--- src/rtl/seq_gen_dual.sv ---
// Two-phase sequence generator: Recaman-style UP walk; on overflow, a DOWN walk by powers of two back to zero.
// Build macro SEQ_GEN_DOWN_EN enables the DOWN phase; without it, UP overflow wraps and restarts at zero.
module seq_gen_dual #(
  parameter int WIDTH = 6
) (
  input  logic             clk,
  input  logic             rst,
  input  logic             en,
  input  logic             load,
  input  logic [WIDTH-1:0] load_val,
  output logic [WIDTH-1:0] out,
  output logic             mode,
  output logic [WIDTH:0]   idx,
  output logic             turn
);

  localparam logic [WIDTH:0] MAX_W = {1'b0, {WIDTH{1'b1}}};

  logic [WIDTH-1:0] a_q, a_d;
  logic [WIDTH:0]   k_q, k_d;
  logic             turn_q, turn_d;
  logic [WIDTH:0]   sum;

  // a <= MAX and k <= MAX+1, so a+k always fits in WIDTH+1 bits.
  assign sum = {1'b0, a_q} + k_q;

`ifdef SEQ_GEN_DOWN_EN
  localparam int DW = $clog2(WIDTH + 1);

  typedef enum logic {
    PH_UP   = 1'b0,
    PH_DOWN = 1'b1
  } phase_e;

  phase_e          mode_q, mode_d;
  logic [DW-1:0]   d_q, d_d;
  logic [WIDTH:0]  s;
  logic [WIDTH:0]  diff;

  // d never exceeds WIDTH, so 2^d fits in WIDTH+1 bits.
  assign s    = {{WIDTH{1'b0}}, 1'b1} << d_q;
  assign diff = {1'b0, a_q} - s;

  always_comb begin
    a_d    = a_q;
    k_d    = k_q;
    d_d    = d_q;
    mode_d = mode_q;
    turn_d = 1'b0;
    if (load) begin
      a_d    = load_val;
      k_d    = {{WIDTH{1'b0}}, 1'b1};
      d_d    = '0;
      mode_d = PH_UP;
    end else if (en) begin
      if (mode_q == PH_UP) begin
        if ({1'b0, a_q} > k_q) begin
          a_d = a_q - k_q[WIDTH-1:0];
          k_d = k_q + 1'b1;
        end else if (sum <= MAX_W) begin
          a_d = sum[WIDTH-1:0];
          k_d = k_q + 1'b1;
        end else begin
          mode_d = PH_DOWN;
          d_d    = '0;
          turn_d = 1'b1;
        end
      end else begin
        if ({1'b0, a_q} >= s) begin
          a_d = diff[WIDTH-1:0];
          d_d = d_q + 1'b1;
          if (diff == '0) begin
            mode_d = PH_UP;
            k_d    = {{WIDTH{1'b0}}, 1'b1};
            turn_d = 1'b1;
          end
        end else begin
          a_d    = '0;
          mode_d = PH_UP;
          k_d    = {{WIDTH{1'b0}}, 1'b1};
          turn_d = 1'b1;
        end
      end
    end
  end

  always_ff @(posedge clk) begin
    if (rst) begin
      mode_q <= PH_UP;
      d_q    <= '0;
    end else begin
      mode_q <= mode_d;
      d_q    <= d_d;
    end
  end

  assign mode = mode_q;
`else
  always_comb begin
    a_d    = a_q;
    k_d    = k_q;
    turn_d = 1'b0;
    if (load) begin
      a_d = load_val;
      k_d = {{WIDTH{1'b0}}, 1'b1};
    end else if (en) begin
      if ({1'b0, a_q} > k_q) begin
        a_d = a_q - k_q[WIDTH-1:0];
        k_d = k_q + 1'b1;
      end else if (sum <= MAX_W) begin
        a_d = sum[WIDTH-1:0];
        k_d = k_q + 1'b1;
      end else begin
        a_d    = '0;
        k_d    = {{WIDTH{1'b0}}, 1'b1};
        turn_d = 1'b1;
      end
    end
  end

  assign mode = 1'b0;
`endif

  always_ff @(posedge clk) begin
    if (rst) begin
      a_q    <= '0;
      k_q    <= {{WIDTH{1'b0}}, 1'b1};
      turn_q <= 1'b0;
    end else begin
      a_q    <= a_d;
      k_q    <= k_d;
      turn_q <= turn_d;
    end
  end

  assign out  = a_q;
  assign idx  = k_q;
  assign turn = turn_q;

endmodule

--- config.mk ---
export PLATFORM = sky130hd
export DESIGN_NAME = seq_gen_dual
export DESIGN_NICKNAME = d
export VERILOG_FILES = /design/src/rtl/seq_gen_dual.sv
export SDC_FILE = /design/constraint.sdc
export NUM_CORES = 1
export LEC_CHECK = 0
export ABC_CLOCK_PERIOD_IN_PS = 2250
export BUFFER_PORTS_ARGS = -buffer_cell sky130_fd_sc_hd__buf_2
export CAP_MARGIN = 40
export CORE_MARGIN = 2
export CORE_UTILIZATION = 45
export CTS_CLUSTER_DIAMETER = 60
export CTS_CLUSTER_SIZE = 16
export DETAILED_ROUTE_END_ITERATION = 6
export GPL_TIMING_DRIVEN = 0
export PLACE_DENSITY_LB_ADDON = 0.25
export SKIP_LAST_GASP = 1
export SYNTH_ARGS = -nofsm -noshare
export SYNTH_HDL_FRONTEND = slang
export SYNTH_SLANG_ARGS = --single-unit
--- constraint.sdc ---
create_clock -name clk -period 2.25 [get_ports clk]
set_clock_uncertainty 0.05 [all_clocks]
set_input_delay 0.1125 -clock clk [delete_from_list [all_inputs] [get_ports clk]]
set_output_delay 0.1125 -clock clk [all_outputs]
set_load 0.05 [all_outputs]
Yosys cells after proc, flatten, opt, wreduce, memory -nomap -nowiden
Cells that the tools add are included.
- bitwise operators: 1
- $add $sub $neg: 3
- mux-type cells: 7
- reductions and logical operators: 3
- $lt $le $gt $ge: 2
- operator list (cell ; count):
    $mux W6 ; 4
    $mux W7 ; 2
    $add A6 B7 Y7 ; 1
    $add A7 B1 Y7 const B ; 1
    $gt A6 B7 Y1 ; 1
    $le A7 B6 Y1 const B ; 1
    $sub A6 B6 Y6 ; 1
    $reduce_or A4 Y1 ; 1
    $reduce_bool A2 Y1 ; 1
    $reduce_or A2 Y1 ; 1
    $mux W1 ; 1
    $not A1 Y1 ; 1
- input port bits: 10
- output and inout port bits: 15
- bits in registers: 14
- logic and storage cells: 19

Logic depth before layout (Yosys ltp)
Gate-level depths: netlist of run 1.
- depth in word-level cells: 6
- depth in mapped cells: 9
- mapped depth without buffers: 9

Worst setup path after synthesis of run 1
No wires, ideal clock.
- path type: flip-flop to flip-flop
- start: reg k_q[1] (netlist: idx[1])
- end: reg a_q[5] (netlist: out[5])
- data arrival time: 2300 ps
- period minus slack after synthesis: 2481 ps
- buffers on the path: 0
- cell stages (with the launch flop): 9
- slack: -231 ps
- required time: 2069 ps
- library setup time: 131 ps
- cell sequence: dfxtp_1 -> inv_1 -> ha_1 -> nor2b_1 -> o31ai_2 -> a21oi_1 -> or3_1 -> a41oi_1 -> o31ai_1
- word-level cells in the longest chain between the ends: 6
- elaborated cells between the ends (all ways): 8
- those cells by class: 2 x add/sub; 2 x order compare; 4 x mux
- ends and longest elaborated chain (what ; RTL line ; text):
    from (decl) ; 20 ; logic [WIDTH:0] k_q, k_d;
    from (signal assigned) ; 127 ; k_q <= {{WIDTH{1'b0}}, 1'b1};
    from (signal assigned) ; 131 ; k_q <= k_d;
    $add A6 B7 Y7 ; 25 ; assign sum = {1'b0, a_q} + k_q;
    $le A7 B6 Y1 ; 110 ; end else if (sum <= MAX_W) begin
    $mux W6 ; 110 ;
    $mux W6 * ; 107 ; if ({1'b0, a_q} > k_q) begin
    $mux W6 * ; 106 ; end else if (en) begin
    $mux W6 * ; 103 ; if (load) begin
    to (signal assigned) ; 126 ; a_q <= '0;
    to (signal assigned) ; 130 ; a_q <= a_d;
    to (decl) ; 19 ; logic [WIDTH-1:0] a_q, a_d;
Mark *: on every way between the ends. The rest lies on a longest branch, timed or not. The select of a mux whose other input is x is not followed.
A chain may end at the register's enable or synchronous reset.

Final worst setup path of run 1
- start: reg k_q[0] (netlist: idx[0])
- end: reg a_q[1] (netlist: out[1])
Same word-level chain as after synthesis.

==> flow_summary.ini, run 1 <==
[outcome]
status = completed

[die]
dieArea_um2 = 3220
coreArea_um2 = 2710
die_w_um = 56.8
io_pins = 25
start_util = 0.463
dieHeight_um = 56.8
num_rows = 19

[cts]
cts_buffers = 3
h-tree-depth = 1
root_buffer = clkbuf_4
path_clk_slew_ns = 0.08
cts.sinks = 14
clk-insertion-delay-late_ns = 0.28
cts.path.max_buffers = 2
cts_tree = built

[worst_setup_path]
cp_slowest_stage_delay_ns = 0.42
crit_chain = ha_2, fa_2, nand2b_4, a2111o_1, o311ai_4, or3b_1, a21oi_2, o21bai_1
critPathKind = reg2reg
cp_max_fo = 6
critPathSlowestCell = or3b_1
worstPathArrival_ns = 2.35
required_ns = 2.41
reg2regPathDepth = 8
cp-end-kind = flip-flop
start_kind = flip-flop

[route]
drtIter0Drc = 17
firstDrtPassIters = 4
avgViaCountPerCell = 5.32
finalWirelength_um = 3040
postRouteAntennaNets = 0
drc = 0
vias = 1128
wire_per_inst_um = 14.3

[power_and_ir_drop]
irDropWorstVdd_uv = 459
power.leakage_nw = 0.689
p_per_area_nw_per_um2 = 504

[min_path]
whs_path_depth = 3
hold_path.class = in2reg

[finish]
drive_gt1_frac = 0.409
final_area_um2 = 1650
diodes = 0
nets = 208
final-seq-area_um2 = 300
fillCellCount = 246
multi_input_area_um2 = 976
instances_no_fill = 212
area_growth_pct = 31.7
final_common_cell = buf_2
layout_common_cells = 21 x buf_2, 13 x inv_1, 12 x nor2_1, 12 x a21oi_1

[synth]
syn-num-nets = 173
synth_top_cell_by_area = dfxtp_1
synthCells = 148
ys_top_cells_by_area = dfxtp_1 22%, ha_1 13%, xnor2_1 7.0%
ys_warn_count = 0
async_reset_ff_frac = 0
synth_seq_cells = 14
synthFlopType = dfxtp_1
synth_top_area_frac = 0.224
synthesis.area_um2 = 1250
yosysSeqAreaShare = 0.224
syn_avg_cell_area_um2 = 8.47
synth.distinct_cells = 45
synth_edf_count = 0

[sta]
setup_viol = 0
finalWorstSetupSlack_ns = 0.0623
finalHoldViolCount = 0
fin_tns_setup_ns = 0
finalCriticalPeriod_ns = 2.19
fin_crit_sh = 0.972
fmax_mhz = 457
fin_hold_ws_ns = 0.0202
maxSlewViolCount = 0

[placed_design]
place_hpwl_um = 2290
dp_slack_ns = -0.112
place_inst = 200
io_buffers = 21
routabilityCongestion = 0.779
postPlaceCellArea_um2 = 1410

[global_route]
grt_pass1_wl_um = 4790
grt_max_degree = 11
gr-total-overflow = 0
grt_pass1_vias = 1042
grt_use_total = 0.190
antenna_found_initial = 0

[run]
drv_cap = 0
## cell usage after synthesis (2+ instances only)
library cell  number
mux2i_1            3
inv_1             16
a21oi_1           13
o21a_1             3
nand4_1            3
o22ai_1            4
buf_6              3
fa_1               2
xnor2_1           10
buf_4              3
nor3_1             6
nor3b_1            4
nand2b_1           4
o21ai_0            3
ha_1              13
nand2_1            3
clkbuf_1           2
nor2b_1            2
nor2_1            12
dfxtp_1           14
## cell families (layout without fill, tap and decap cells)
family	count (synthesis)	count (layout)	share of synthesized area
and+or+nand+nor	44	44	0.194
AOI/OAI and AO/OA	36	36	0.222
buffers and inverters	25	58	0.103
adders and majority gates	15	15	0.162
DFF	14	14	0.224
xor gates and xnor gates	10	10	0.0699
muxes	3	3	0.0240
other	1	1	0.00299
## flip-flops by register name, indices dropped and copies added (netlist names)
name and flops:
out 6, idx 7, turn 1
## area by class of cell
cell class,count,share of cell area
clock buffers,3,0.0136
well taps,31,0.0235
inverters,16,0.0364
flip-flops and latches,14,0.182
plain buffers,9,0.0477
multi-input cells,109,0.591
repair buffers,30,0.106
## worst paths after layout
| path | startpoint | end | slack [ns] |
|---|---|---|---|
| max | idx[0]$_SDFFE_PP1P_ | out[1]$_SDFFE_PP0P_ | 0.06 |
| min | load_val[1] | out[1]$_SDFFE_PP0P_ | 0.02 |
| max reg2reg | idx[0]$_SDFFE_PP1P_ | out[1]$_SDFFE_PP0P_ | 0.06 |
| min reg2reg | idx[5]$_SDFFE_PP0P_ | idx[5]$_SDFFE_PP0P_ | 0.51 |
## worst max-delay path, delay by kind of cell (launching register included)
kind	cells	cell delay [ns]
AOI/OAI and AO/OA	4	0.56
adders and majority gates	2	0.59
DFF	1	0.37
and+or+nand+nor	2	0.53
## timing repair
item | 4_1_cts | 5_1_grt
pin swaps | 4 | 9
endpoints found under the setup margin | 13 | 13
resized for setup | 7 | 22
buffers inserted | 1 | 7
hold endpoints to repair | 6 | 0
gates cloned | 0 | 0
hold buffers | 1 | 0
## where the power goes
part	switching (mW)	total [mW]	internal (mW)	leakage, nW
registers	0.0222	0.283	0.261	0.119
logic	0.216	0.408	0.192	0.556
clock network	0.0790	0.141	0.0620	0.0138
## routing by layer
metal  track usage  wire [µm]
met1         0.246       1380
met2         0.329       1540
met3        0.0438        112
met4        0.0299          0
met5             0          0
## through the flow
step           utilization  power, mW
2_1_floorplan            -      0.543
3_3_place_gp         0.520      0.603
3_5_place_dp         0.520      0.612
4_1_cts              0.549      0.774
5_1_grt              0.609      0.889
6_report             0.609      0.832
No activity file was read; power rests on OpenSTA's default activity.
==> inputs of run 2 (changes only) <==
--- a/config.mk
+++ b/config.mk
@@ -5,6 +5,7 @@
 export SDC_FILE = /design/constraint.sdc
 export NUM_CORES = 1
 export LEC_CHECK = 0
+export ABC_AREA = 1
 export ABC_CLOCK_PERIOD_IN_PS = 2250
 export BUFFER_PORTS_ARGS = -buffer_cell sky130_fd_sc_hd__buf_2
 export CAP_MARGIN = 40
==> flow_summary.ini, run 2 <==
[outcome]
status = completed

[route]
avgViaCountPerCell = 5.27
drc = 0
drtIter0Drc = 35
firstDrtPassIters = 4
finalWirelength_um = 3010
postRouteAntennaNets = 0
wire_per_inst_um = 12.8
vias = 1243

[synth]
syn-num-nets = 204
async_reset_ff_frac = 0
synth_edf_count = 0
synth_top_cell_by_area = dfxtp_1
ys_top_cells_by_area = dfxtp_1 22%, ha_1 13%, nand2_1 11%
ys_warn_count = 0
synthesis.area_um2 = 1250
synth_seq_cells = 14
synth_top_area_frac = 0.225
yosysMostFrequentCell = nand2_1
yosysSeqAreaShare = 0.225
syn_avg_cell_area_um2 = 6.97
synthFlopType = dfxtp_1
synth.distinct_cells = 29
netlist_top_cells_count = 38 x nand2_1, 25 x inv_1, 20 x nand3_1, 14 x dfxtp_1, 13 x ha_1
synthCells = 179

[die]
start_util = 0.464
dieArea_um2 = 3210
dieHeight_um = 56.7
io_pins = 25
num_rows = 19
coreArea_um2 = 2690
die_w_um = 56.7

[placed_design]
place_hpwl_um = 2400
routabilityCongestion = 0.873
place_inst = 232
io_buffers = 22

[finish]
final_common_cell = nand2_1
drive_gt1_frac = 0.234
instances_no_fill = 236
largest_reg_flops = 7
fillCellCount = 285
area_growth_pct = 14.9
diodes = 0
layout_common_cells = 38 x nand2_1, 25 x inv_1, 22 x buf_2, 20 x nand3_1
nets = 231

[cts]
cts_buffers = 3
cts.sinks = 14
cts_tree = built
path_clk_slew_ns = 0.09
cts.path.max_buffers = 2
clk-insertion-delay-late_ns = 0.28
postCtsSetupRepairBufs = 0
root_buffer = clkbuf_4
h-tree-depth = 1

[sta]
slew_headroom = 0.669
fin_tns_setup_ns = 0
fin_crit_sh = 0.910
maxSlewViolCount = 0
fmax_mhz = 489
setup_viol = 0
finalCriticalPeriod_ns = 2.05
worstMarginPinSlew_ns = 0.495
finalHoldViolCount = 0
rsz0062_at_grt = false

[worst_setup_path]
required_ns = 2.42
start_kind = flip-flop
crit_top_cell = nand2_2
critPathKind = reg2reg
cp-end-kind = flip-flop
cp_max_fo = 7
crit_chain = ha_1, fa_1, nand2_2, nand2_2, nand3_2, nand3_2, nand2_2, nand2_1, nand2_1, nand3_1, a21oi_1
reg2regPathDepth = 11
critPathSlowestCell = fa_1
worstPathArrival_ns = 2.22
cp_slowest_stage_delay_ns = 0.44

[global_route]
met1_usage = 0.254
grt_max_degree = 10
grt_use_total = 0.203
grt.met3_usage = 0.0438
top_usage_layer = met2
grt_pass1_wl_um = 5110
grt_pass1_vias = 1153
antenna_found_initial = 0
globalRouteMet2Util = 0.341
gr-total-overflow = 0

[min_path]
hold_path.class = in2reg
whs_path_depth = 2

[power_and_ir_drop]
irDropWorstVdd_uv = 436
p_per_area_nw_per_um2 = 536
power.leakage_nw = 0.808

[run]
drv_cap = 0
## run 2: cell count changes after synthesis, moves of 5 or more
cell,previous run,this run
nand3_1,1,20
nand2_2,1,8
nor3_1,6,1
xnor2_1,10,1
inv_1,16,25
xor2_1,0,6
nand2_1,3,38
a22oi_1,0,6
## run 2: worst max-delay path: cells and delay by family (launching register included)
family	cells	cell delay [ns]
adder cells (fa/ha/maj)	2	0.72
flip-flops	1	0.38
AO/OA/AOI/OAI	1	0.14
AND/OR/NAND/NOR	8	0.71
## run 2: what timing repair did
item / CTS / global route
hold endpoints to repair: 0 / 0
hold buffers: 0 / 0
endpoints found under the setup margin: 0 / 2
gates resized for setup: 0 / 1
## run 2: power breakdown
part	switching [mW]	internal, mW	leakage, nW
Sequential	0.0183	0.260	0.115
Combinational	0.203	0.103	0.672
Clock	0.0861	0.0984	0.0210
## run 2: final cells by class
class,count,area [µm²],area share
buffer,3,22.5,0.0157
clock buffer,4,36.3,0.0253
inverter,28,105,0.0733
multi-input combinational,134,840,0.586
sequential,14,282,0.196
tap,31,38.8,0.0271
timing repair buffer,22,110,0.0768
## run 2: per-stage QoR
stage | total power, mW | util | area (µm²) | hold slack, ns | worst slack (ns)
floorplan | 0.520 | - | 1250 | 0.132 | 0.0934
global placement | 0.584 | 0.520 | 1400 | 0.336 | 0.257
detailed placement | 0.588 | 0.520 | 1400 | 0.342 | 0.222
CTS | 0.771 | 0.533 | 1430 | 0.0363 | 0.210
global route | 0.830 | 0.534 | 1430 | 0.0424 | 0.00252
finish | 0.769 | 0.534 | 1430 | 0.0451 | 0.203
## run 2: metal layers
layer | vias up | share of wire | wire [µm]
li1 | 628 | - | -
met5 | - | 0 | 0
met4 | 0 | 0.0056 | 17
met3 | 2 | 0.064 | 192
met1 | 578 | 0.45 | 1350
met2 | 35 | 0.48 | 1450
## run 2: worst paths after layout
kind / end / slack (ns) / startpoint
worst max-delay path: out[2]$_SDFFE_PP0P_ / 0.20 / idx[0]$_SDFFE_PP1P_
worst min-delay path: out[1]$_SDFFE_PP0P_ / 0.05 / rst
worst max register to register: out[2]$_SDFFE_PP0P_ / 0.20 / idx[0]$_SDFFE_PP1P_
worst min register to register: idx[5]$_SDFFE_PP0P_ / 0.53 / idx[5]$_SDFFE_PP0P_
## run 2: logic make-up (layout without fill, tap and decap cells)
group	after synthesis	count (layout)	synth area share
other cells	1	1	0.00301
xor+xnor	7	7	0.0491
flops	14	14	0.225
fa+ha+maj	15	15	0.162
buf+inv	31	57	0.102
simple gates	88	88	0.338
compound gates	23	23	0.120
